**src/rtl/btb_pkg.sv**
```systemverilog
// Shared definitions for the fully-associative branch target buffer.
//
// Contents:
//   CTR_W_DEFAULT   default width of the per-entry confidence counter
//   TAG_W           tag width (PC[31:2], instructions are word aligned)
//   btb_entry_t     per-entry valid / tag / target record
//   ctr_init_val    counter value written on allocation (weakly taken)
//   ctr_thresh_val  smallest counter value that predicts taken
//   ctr_max_val     saturation ceiling of the counter

package btb_pkg;

    localparam int CTR_W_DEFAULT = 2;
    localparam int TAG_W         = 30;

    // The counter is kept outside the struct because its width is a
    // module parameter and package typedefs cannot be parameterised.
    typedef struct packed {
        logic             valid;
        logic [TAG_W-1:0] tag;
        logic [31:0]      target;
    } btb_entry_t;

    function automatic int ctr_init_val(input int ctr_w);
        return 1 << (ctr_w - 1);
    endfunction

    function automatic int ctr_thresh_val(input int ctr_w);
        return 1 << (ctr_w - 1);
    endfunction

    function automatic int ctr_max_val(input int ctr_w);
        return (1 << ctr_w) - 1;
    endfunction

endpackage

```
**src/rtl/plru_tree.sv**
```systemverilog
// Tree pseudo-LRU replacement state for a fully-associative structure.
//
// Nodes are numbered heap style: node 1 is the root, the children of node n
// are 2n (lower-index half) and 2n+1 (upper-index half). A node bit of 0
// means the victim lies in the lower-index subtree.
//
// Ports:
//   clk, rst        clock, asynchronous active-high reset (clears all bits)
//   flush           synchronous clear of all bits, beats both touches
//   touch_a_valid   first touch request (applied first)
//   touch_a_idx     entry index of the first touch
//   touch_b_valid   second touch request (applied last, wins shared nodes)
//   touch_b_idx     entry index of the second touch
//   victim          entry currently selected for replacement

module plru_tree #(
    parameter int  ENTRIES = 8,
    localparam int IDX_W   = $clog2(ENTRIES)
) (
    input  logic             clk,
    input  logic             rst,
    input  logic             flush,
    input  logic             touch_a_valid,
    input  logic [IDX_W-1:0] touch_a_idx,
    input  logic             touch_b_valid,
    input  logic [IDX_W-1:0] touch_b_idx,
    output logic [IDX_W-1:0] victim
);

    logic [ENTRIES-1:1] bits;
    logic [ENTRIES-1:1] bits_next;

    // Walk root to leaf along the path of idx; every node on the way is
    // set to point at the sibling subtree, away from the touched entry.
    function automatic logic [ENTRIES-1:1] apply_touch(
        input logic [ENTRIES-1:1] cur,
        input logic [IDX_W-1:0]   idx
    );
        logic [ENTRIES-1:1] res;
        logic [IDX_W-1:0]   node;
        logic               dir;
        res  = cur;
        node = IDX_W'(1);
        for (int l = 0; l < IDX_W; l++) begin
            dir       = idx[IDX_W-1-l];
            res[node] = ~dir;
            node      = (node << 1) | IDX_W'(dir);
        end
        return res;
    endfunction

    always_comb begin
        bits_next = bits;
        if (touch_a_valid) begin
            bits_next = apply_touch(bits_next, touch_a_idx);
        end
        if (touch_b_valid) begin
            bits_next = apply_touch(bits_next, touch_b_idx);
        end
    end

    // Follow the node bits from the root; each bit chosen is one bit of
    // the victim index, most significant first.
    always_comb begin
        logic [IDX_W-1:0] node;
        logic             dir;
        node   = IDX_W'(1);
        victim = '0;
        for (int l = 0; l < IDX_W; l++) begin
            dir                = bits[node];
            victim[IDX_W-1-l]  = dir;
            node               = (node << 1) | IDX_W'(dir);
        end
    end

    always_ff @(posedge clk or posedge rst) begin
        if (rst) begin
            bits <= '0;
        end else if (flush) begin
            bits <= '0;
        end else begin
            bits <= bits_next;
        end
    end

endmodule

```
**src/rtl/btb_plru.sv**
```systemverilog
// Fully-associative branch target buffer with tree pLRU replacement.
//
// Lookup is purely combinational; updates from execute land on the next
// rising edge, so a lookup in the same cycle as an update sees old state.
//
// Parameters:
//   ENTRIES   number of entries (power of two, 2..64)
//   CTR_W     width of the per-entry saturating confidence counter
//
// Ports:
//   clk, rst        clock, asynchronous active-high reset
//   lookup_valid    fetch lookup is live (allows the pLRU touch)
//   lookup_pc       fetch PC
//   pred_hit        taken prediction available for lookup_pc
//   pred_target     predicted target (meaningless when pred_hit = 0)
//   upd_valid       resolved control transfer from execute
//   upd_pc          PC of the resolved branch
//   upd_target      resolved target
//   upd_taken       branch resolved taken
//   flush           synchronous invalidate-all

module btb_plru
    import btb_pkg::*;
#(
    parameter int ENTRIES = 8,
    parameter int CTR_W   = CTR_W_DEFAULT
) (
    input  logic        clk,
    input  logic        rst,
    input  logic        lookup_valid,
    input  logic [31:0] lookup_pc,
    output logic        pred_hit,
    output logic [31:0] pred_target,
    input  logic        upd_valid,
    input  logic [31:0] upd_pc,
    input  logic [31:0] upd_target,
    input  logic        upd_taken,
    input  logic        flush
);

    localparam int               IDX_W      = $clog2(ENTRIES);
    localparam logic [CTR_W-1:0] CTR_INIT   = CTR_W'(ctr_init_val(CTR_W));
    localparam logic [CTR_W-1:0] CTR_THRESH = CTR_W'(ctr_thresh_val(CTR_W));
    localparam logic [CTR_W-1:0] CTR_MAX    = CTR_W'(ctr_max_val(CTR_W));

    btb_entry_t       ent [ENTRIES];
    logic [CTR_W-1:0] ctr [ENTRIES];

    logic             lk_hit;
    logic [IDX_W-1:0] lk_idx;
    logic             up_hit;
    logic [IDX_W-1:0] up_hit_idx;
    logic             have_free;
    logic [IDX_W-1:0] free_idx;
    logic [IDX_W-1:0] victim;

    logic             upd_write;
    logic [IDX_W-1:0] upd_idx;
    logic [CTR_W-1:0] new_ctr;
    logic             new_valid;
    logic             touch_a_valid;
    logic             touch_b_valid;

    // Word-offset bits never take part in tag comparison.
    logic unused_pc_bits;
    assign unused_pc_bits = ^{lookup_pc[1:0], upd_pc[1:0]};

    // Tags are unique among valid entries, so at most one match exists and
    // a simple OR-style scan yields its index.
    always_comb begin
        lk_hit     = 1'b0;
        lk_idx     = '0;
        up_hit     = 1'b0;
        up_hit_idx = '0;
        for (int i = 0; i < ENTRIES; i++) begin
            if (ent[i].valid && ent[i].tag == lookup_pc[31:2]) begin
                lk_hit = 1'b1;
                lk_idx = IDX_W'(i);
            end
            if (ent[i].valid && ent[i].tag == upd_pc[31:2]) begin
                up_hit     = 1'b1;
                up_hit_idx = IDX_W'(i);
            end
        end
    end

    // Scan downwards so the lowest-index invalid entry is the one kept.
    always_comb begin
        have_free = 1'b0;
        free_idx  = '0;
        for (int i = ENTRIES - 1; i >= 0; i--) begin
            if (!ent[i].valid) begin
                have_free = 1'b1;
                free_idx  = IDX_W'(i);
            end
        end
    end

    assign pred_hit    = !rst && lk_hit && (ctr[lk_idx] >= CTR_THRESH);
    assign pred_target = ent[lk_idx].target;

    assign touch_a_valid = lookup_valid && lk_hit;

    // Update decode: hit-taken strengthens, hit-not-taken weakens and may
    // retire the entry, miss-taken allocates, miss-not-taken is ignored.
    always_comb begin
        upd_write     = 1'b0;
        upd_idx       = up_hit_idx;
        new_ctr       = ctr[up_hit_idx];
        new_valid     = 1'b1;
        touch_b_valid = 1'b0;
        if (upd_valid && !flush) begin
            if (up_hit) begin
                upd_write = 1'b1;
                if (upd_taken) begin
                    new_ctr       = (ctr[up_hit_idx] == CTR_MAX) ? CTR_MAX
                                                                 : ctr[up_hit_idx] + 1'b1;
                    touch_b_valid = 1'b1;
                end else begin
                    new_ctr       = (ctr[up_hit_idx] == '0) ? '0
                                                           : ctr[up_hit_idx] - 1'b1;
                    new_valid     = (new_ctr != '0);
                    touch_b_valid = new_valid;
                end
            end else if (upd_taken) begin
                upd_write     = 1'b1;
                upd_idx       = have_free ? free_idx : victim;
                new_ctr       = CTR_INIT;
                touch_b_valid = 1'b1;
            end
        end
    end

    // Only valid bits are reset; tag/target/counter are qualified by valid.
    always_ff @(posedge clk or posedge rst) begin
        if (rst) begin
            for (int i = 0; i < ENTRIES; i++) begin
                ent[i].valid <= 1'b0;
            end
        end else if (flush) begin
            for (int i = 0; i < ENTRIES; i++) begin
                ent[i].valid <= 1'b0;
            end
        end else if (upd_write) begin
            ent[upd_idx].valid <= new_valid;
            ctr[upd_idx]       <= new_ctr;
            if (upd_taken) begin
                ent[upd_idx].tag    <= upd_pc[31:2];
                ent[upd_idx].target <= upd_target;
            end
        end
    end

    plru_tree #(
        .ENTRIES(ENTRIES)
    ) u_plru (
        .clk          (clk),
        .rst          (rst),
        .flush        (flush),
        .touch_a_valid(touch_a_valid),
        .touch_a_idx  (lk_idx),
        .touch_b_valid(touch_b_valid),
        .touch_b_idx  (upd_idx),
        .victim       (victim)
    );

endmodule
```
**config.mk**
```make
export PLATFORM = sky130hd
export DESIGN_NAME = btb_plru
export DESIGN_NICKNAME = d
export VERILOG_FILES = /design/src/rtl/btb_pkg.sv /design/src/rtl/plru_tree.sv /design/src/rtl/btb_plru.sv
export SDC_FILE = /design/constraint.sdc
export NUM_CORES = 1
export LEC_CHECK = 0
export ABC_AREA = 1
export BUFFER_PORTS_ARGS = -buffer_cell sky130_fd_sc_hd__clkbuf_2
export CAP_MARGIN = 5
export CORE_MARGIN = 2
export CORE_UTILIZATION = 45
export CTS_CLUSTER_SIZE = 30
export DETAILED_ROUTE_END_ITERATION = 10
export PLACE_DENSITY_LB_ADDON = 0.15
export SETUP_SLACK_MARGIN = 0.4
export SLEW_MARGIN = 20
export SYNTH_ARGS = -nofsm -noshare
export SYNTH_HDL_FRONTEND = slang
export SYNTH_SLANG_ARGS = --single-unit
```
**constraint.sdc**
```tcl
create_clock -name clk -period 9.26 [get_ports clk]
set_input_delay 0.463 -clock clk [delete_from_list [all_inputs] [get_ports clk]]
set_output_delay 0.463 -clock clk [all_outputs]
set_load 0.01 [all_outputs]
```
==> results of run 1 <==
-- cell families after synthesis --
group / after synthesis / share of synthesized area (%)
simple gates: 1443 / 22.60
flops: 527 / 56.83
buf+inv: 522 / 7.756
compound gates: 386 / 8.641
xor+xnor: 131 / 4.140
mux: 1 / 0.03612
-- power groups by stage --
stage               combinational, µW  sequential [µW]  clock (µW)
floorplan                         179             2670           0
global placement                  389             2670           0
detailed placement                391             2670           0
CTS                               391             2620        2420
global route                      421             2620        2510
finish                            415             2620        2390
-- worst paths after layout --
kind                                startpoint        endpoint
worst min-delay path                     flush  u_plru.bits[2]
worst min register to register  u_plru.bits[4]  u_plru.bits[4]
worst max register to register        ent[440]        ent[337]
worst max-delay path              lookup_pc[5]        pred_hit
min in group asynchronous                  rst  u_plru.bits[5]
max in group asynchronous                  rst         ent[62]
-- area by class of cell --
cell class / instances / share of cell area [%]
Multi-Input combinational cell: 1961 / 31.76
Clock buffer: 78 / 4.965
Inverter: 415 / 5.001
Clock inverter: 29 / 1.318
Timing Repair Buffer: 176 / 3.238
Antenna cell: 1 / 0.008034
Tap cell: 782 / 3.141
Sequential cell: 527 / 50.57
-- layer usage --
layer	up-vias	routed length, µm	global-route usage [%]
li1	10460	-	-
met1	11560	46300	49.31
met2	1539	49620	54.33
met3	310	14050	9.681
met4	4	5960	16.53
met5	-	62	0.6178
-- registers in the layout, indices dropped and copies added (netlist names) --
signal and count:
ctr 16, u_plru.bits 7, ent 504
-- worst max-delay path, delay by kind of cell --
family                 cells  cell delay [ps]
buffers and inverters      4             1770
and+or+nand+nor           13             2690
AOI/OAI and AO/OA          2              210
-- Yosys cell counts, drive strengths merged --
cell	count
nor3	36
o211ai	49
a21boi	2
and3	2
a22o	1
dfrtp	15
nor3b	4
or3	1
o21bai	32
nand4	99
and2	3
edfxtp	512
nor2	313
o22ai	92
clkbuf	22
o21ai	145
o2111ai	19
a21oi	27
o221ai	4
nor4	45
a211oi	8
a221oi	4
or2	31
xor2	49
inv	414
xnor2	82
nand3b	3
clkinv	1
buf	85
nand3	126
nand2	780
mux2i	1
o21a	3
-- per-stage QoR --
step | hold slack [ps] | std cells | setup WS (ps) | utilization (%)
finish | 58.32 | 3969 | 3570 | 51.41
floorplan | 519.1 | 3010 | 2233 | -
global placement | 599.1 | 3861 | 3850 | 48.18
detailed placement | 603.1 | 3861 | 3772 | 48.18
global route | 73.10 | 3969 | 3406 | 51.41
CTS | 21.43 | 3968 | 3761 | 51.41
==> summary.txt, run 1 <==
Outcome
  – Status: complete, no violations

Timing
  – Hold Vio Cnt, Final: 0
  – Setup TNS: 0 ps
  – Clock Skew: around 41 ps
  – Worst-margin pin slew: 1085 ps
  – Min Tclk post-route: 5690 ps
  – Final setup violation count: 0
  – Unrepaired setup endpoints after global routing: false
  – Slew HR: between 20% and 30%
  – Final worst path period share: roughly three fifths
  – Max-slew violations: 0
  – Fmax: 175.8 MHz

Critical path
  – R2r setup slk: 4790 ps
  – CP arrival: ~5200 ps
  – Cells on worst reg2reg path: 20
  – Crit. End Element: primary output
  – Slowest cell delay on critical path: 660 ps
  – Most common cell on crit path: nand2_1
  – Worst Path Max Fanout: about 70
  – Crit path cell chain: clkbuf_2 -> inv_1 -> nand2_1 -> o21ai_0 -> nor4_1 -> nand4_1 -> nor3_1 -> nand2_1 -> nand2_1 -> nand2_1 -> nand2_1 -> nand2_1 -> nand2_4 -> buf_4 -> nand2_1 -> o211ai_1 -> nand2_1 -> nor2_1 -> clkbuf_2
  – Worst path slowest cell: buf_4
  – Setup CP Type: input port to primary output
  – CP Data Required Time: 8800 ps
  – Crit start category: input port

Placed design
  – Dpl cell area: between 20000 and 30000 µm²
  – IO Port Bufs: 130
  – Post-DP HPWL: 75670 µm
  – Routability cong.: slightly above 1

Layout
  – Fill cells: 5698
  – Synth-to-Final Area Change: 12.39%
  – Most common cell after layout, fill and taps aside: nand2_1
  – Area occupied by multi-input gates: 9893 µm²
  – Most frequent cells in the layout: nand2_1 (760), edfxtp_1 (512), inv_1 (387)
  – Post-route cell area: ~31000 µm²
  – Fin nets: roughly 3200
  – Sequential cell area: around 16000 µm²
  – Layout cells sized above 1: 11.36%

Synth
  – Syn Nets: around 3100
  – Register bit total from synthesis: about 530
  – Seq/Total Area, Yosys: a little under three fifths
  – Top cell type's share of synthesized area: a little under three fifths
  – Largest area contributor in the netlist: edfxtp_1
  – Mapped cell area: 27710 µm²
  – Syn Area/Cell: 9.207 µm²
  – Count of different cell masters after synthesis: about 50
  – Synth top area cells: edfxtp_1 (55%), nand2_1 (10%), inv_1 (5.2%)
  – Cells after Synth: roughly 3000
  – Synth Warn #: 0

Drt
  – DR pass1 iterations: 6
  – DR WL/cell: 29.23 µm
  – DR vias: around 24000
  – Antenna Nets Post-Route: 0
  – Final WL: roughly 120000 µm
  – 1st-iter DRT viols: around 3300
  – DRC viols: 0
  – Via density: 6.014

Pwr
  – Clock share of power: ~44%
  – Gate power share: between 7 and 8%
  – Sw power: around 1300 µW
  – Total power: about 5400 µW
  – P_int: roughly 4100 µW
  – Pwr/cell area: 174.4 nW/µm²
  – Leakage: 0.01278 µW
  – VDD IR max: between 0.15 and 0.2 mV
  – Reg power frac: ~48%
  – Switching Fraction: between 20% and 30%

Global routing
  – Largest net degree at the start of global routing: 72
  – Number of global-route vias before repair: between 20000 and 25000
  – Initial antenna violation count: 3
  – GRT Total Usage: around 36%
  – GRT overflow: 0
  – First-pass GRT wire length: ~160000 µm

Clock tree
  – Clk_lat worst skew: 660 ps
  – CTS tree: built
  – # Post-CTS Setup Buffers: 0
  – Num CTS Buffers: 58
  – Clk slew on worst S/H paths: ~70 ps
  – Cts hold-fix bufs: 0
  – Post-CTS sizing: 0
  – Longest Clk Path Bufs: 3
  – Root Buffer: clkbuf_16
  – CTS sink count: roughly 530
  – Htree depth: 2

Floorplan
  – I/O pin count: 135
  – Chip height: between 200 and 300 µm
  – Initial Utilization: between 40% and 50%
  – Core area: ~61000 µm²
  – Rows: 90
  – Die extent in x: around 250 µm
  – Full die area: 63590 µm²

Min path
  – HP Class: input port to flop
  – Hold-critical path depth: 2

Flow run
  – Max-cap violations: 0
Power figures use the tool's default switching activity.
==> run 2: changes to the inputs <==
Settings changed: ABC_AREA 1 to 0.
Clock period 9.26 ns to 4.6 ns, I/O delays scaled along.
==> summary.txt, run 2 <==
Critical path
  – CP Data Required Time: between 4000 and 5000 ps
  – Most common cell on crit path: buf_12
  – Worst path slowest cell: edfxtp_1
  – Setup CP Type: flop to primary output
  – Crit. End Element: primary output
  – CP arrival: 3890 ps
  – Crit path cell chain: xor2_1 -> nor4_2 -> nand4_1 -> buf_4 -> a211o_1 -> a22o_1 -> a21oi_4 -> nor2_4 -> buf_12 -> buf_12 -> mux2i_1 -> a211oi_2 -> o211a_1 -> clkbuf_2
  – Buffer and inverter count on the worst path: 4
  – Crit start category: flop
  – Slowest cell delay on critical path: around 460 ps
  – Worst Path Max Fanout: 28
  – Largest delay share family, worst path: compound AO/OA/AOI/OAI gates

Layout
  – Synth-to-Final Area Change: 20.60%
  – Layout cells sized above 1: 21.99%
  – Post-route insts no fill: ~2900
  – Fill cells: about 4600
  – Most frequent cells in the layout: edfxtp_1 (512), xnor2_1 (393), nand4_1 (150)
  – Fin nets: between 2000 and 2500
  – Top flop regs: ent: 504 flops, ctr: 16 flops, u_plru.bits: 7 flops
  – Largest Register: ent
  – Most common cell after layout, fill and taps aside: edfxtp_1
  – Final core utilization: 55.03%
  – Max reg flops: around 500
  – N_diodes: 0

Synth
  – Seq/Total Area, Yosys: between 60% and 70%
  – Largest area contributor in the netlist: edfxtp_1
  – Count of different cell masters after synthesis: 74
  – Syn Area/Cell: between 10 and 15 µm²
  – Ys async rst share: about 2.8%
  – Synth Warn #: 0
  – Syn Nets: 1926
  – Count leader, synth: edfxtp_1
  – Synth top area cells: edfxtp_1 (61%), xnor2_1 (14%), nand4_1 (3.7%)
  – Mapped cell area: about 25000 µm²
  – Primary FF master, synth: edfxtp_1
  – Top cell type's share of synthesized area: 61.05%
  – Cells after Synth: 1824
  – Most frequent cells after synthesis: edfxtp_1 (512), xnor2_1 (414), nand4_1 (150)
  – Register bit total from synthesis: around 530
  – Post-synth EDFFs: between 500 and 600

Global routing
  – GRT Total Usage: between 20% and 30%
  – First-pass GRT wire length: 118100 µm
  – Initial antenna violation count: 6
  – Largest net degree at the start of global routing: 45
  – GRT overflow: 0
  – Number of global-route vias before repair: about 17000

Timing
  – Worst-margin pin slew: 802.0 ps
  – Clock Skew: between 20 and 25 ps
  – Max-slew violations: 0
  – Hold Vio Cnt, Final: 0
  – Hold slack: approximately 40 ps
  – Min Tclk post-route: ~4100 ps
  – Fmax: approximately 240 MHz
  – Unrepaired setup endpoints after global routing: true
  – Slew HR: 46.42%
  – Final worst path period share: roughly nine tenths
  – Final setup violation count: 0
  – Final worst slack: around 480 ps
  – Setup TNS: 0 ps

Drt
  – DRC viols: 0
  – DR vias: approximately 17000
  – Antenna Nets Post-Route: 0
  – DR pass1 iterations: 5
  – DR WL/cell: about 29 µm
  – Final WL: about 83000 µm
  – 1st-iter DRT viols: 1599
  – Via density: between 5 and 6

Min path
  – HP Class: input port to flop

Placed design
  – Routability cong.: 0.9999
  – Post-Place Worst Slack: roughly 360 ps
  – Post-DP HPWL: 59300 µm
  – IO Port Bufs: 130
  – Placed Cells: ~2700

Clock tree
  – CTS sink count: around 530
  – CTS tree: built
  – Longest Clk Path Bufs: 3
  – Clk_lat worst skew: 630 ps
  – Num CTS Buffers: between 50 and 60
  – Clk slew on worst S/H paths: 60 ps
  – Htree depth: 2
  – Root Buffer: clkbuf_16

Floorplan
  – I/O pin count: between 100 and 150
  – Full die area: approximately 58000 µm²
  – Initial Utilization: about 46%
  – Die extent in x: 240.6 µm
  – Chip height: 240.6 µm
  – Rows: 86
  – Core area: about 55000 µm²

Outcome
  – Status: complete, no violations

Flow run
  – Max-cap violations: 0

Pwr
  – VDD IR max: 0.3368 mV
  – Pwr/cell area: about 350 nW/µm²
  – Leakage: just over 0.01 µW
-- run 2: cell count changes in the layout (fill, tap and decap cells not counted), sizes merged, moves of 101 or more --
cell   previous run  this run
inv             418        25
o21ai           145        27
nand2           780        56
nor2            313        30
xnor2            82       414
nand3           126        25
-- run 2: logic make-up (layout without fill, tap and decap cells) --
family / Yosys count / in the layout / share of synthesized area [%]
XOR/XNOR: 483 / 483 / 16.80
AO/OA/AOI/OAI: 211 / 211 / 5.475
flip-flops: 527 / 527 / 62.54
multiplexers: 100 / 100 / 4.153
AND/OR/NAND/NOR: 377 / 377 / 8.664
buffers and inverters: 125 / 443 / 2.330
adder cells (fa/ha/maj): 1 / 1 / 0.04471
-- run 2: routing by layer --
layer / track usage, % / routed length [µm] / up-vias / share of wire (%)
li1: - / - / 7400 / -
met1: 37.83 / 33750 / 8504 / 41
met2: 46.61 / 38710 / 690 / 47
met3: 3.912 / 4980 / 211 / 6.0
met4: 16.09 / 5064 / 12 / 6.1
met5: 0 / 80 / - / 0.097
-- run 2: through the flow --
stage | total power (µW) | instance area (µm²)
2_1_floorplan | 5735 | 25440
3_3_place_gp | 6050 | 27950
3_5_place_dp | 6054 | 27950
4_1_cts | 10720 | 30270
5_1_grt | 10940 | 30370
6_report | 10690 | 30370
-- run 2: repair_timing --
item	CTS	global route
buffers inserted	3	2
cloned	0	0
hold buffers	35	0
resized for setup	5	17
pin swaps	3	4
hold endpoints to repair	276	0
setup endpoints to repair	33	24
-- run 2: path summary, 6_finish.rpt --
kind / start / end / slack, ps / cells after the start
hold / removal: flush / u_plru.bits[3] / 40 / 2
max in group asynchronous: rst / ent[188] / 3760 / 3
setup reg to reg: ent[369] / ent[226] / 670 / 12
min in group asynchronous: rst / u_plru.bits[6] / 410 / 3
hold reg to reg: u_plru.bits[6] / u_plru.bits[6] / 630 / 2
setup / recovery: ent[431] / pred_hit / 480 / 14
-- run 2: worst reg2reg max path, cell delays in order (launching register included) --
cell and delay (ps):
edfxtp_1 470, xnor2_2 270, nand4_1 130, nor4_1 570, a211oi_1 160, buf_4 180
o311ai_1 430, nand2_1 190, mux2_4 350, or2_4 280, nor3_4 240, buf_12 170
buf_12 180
-- run 2: cell type report --
cell class / count / area [µm²] / share of cell area, %
repair buffers: 311 / 2467 / 8.123
multi-input cells: 1172 / 9218 / 30.35
flip-flops and latches: 527 / 15750 / 51.85
well taps: 748 / 935.9 / 3.081
clock inverters: 39 / 420.4 / 1.384
clock buffers: 68 / 1489 / 4.902
inverters: 25 / 93.84 / 0.3089
-- run 2: report_power, final --
group | switching, µW | internal, µW | total [µW]
combinational | 467 | 251 | 718
clock | 1980 | 2710 | 4690
sequential | 6.29 | 5270 | 5280
total | 2450 | 8230 | 10700
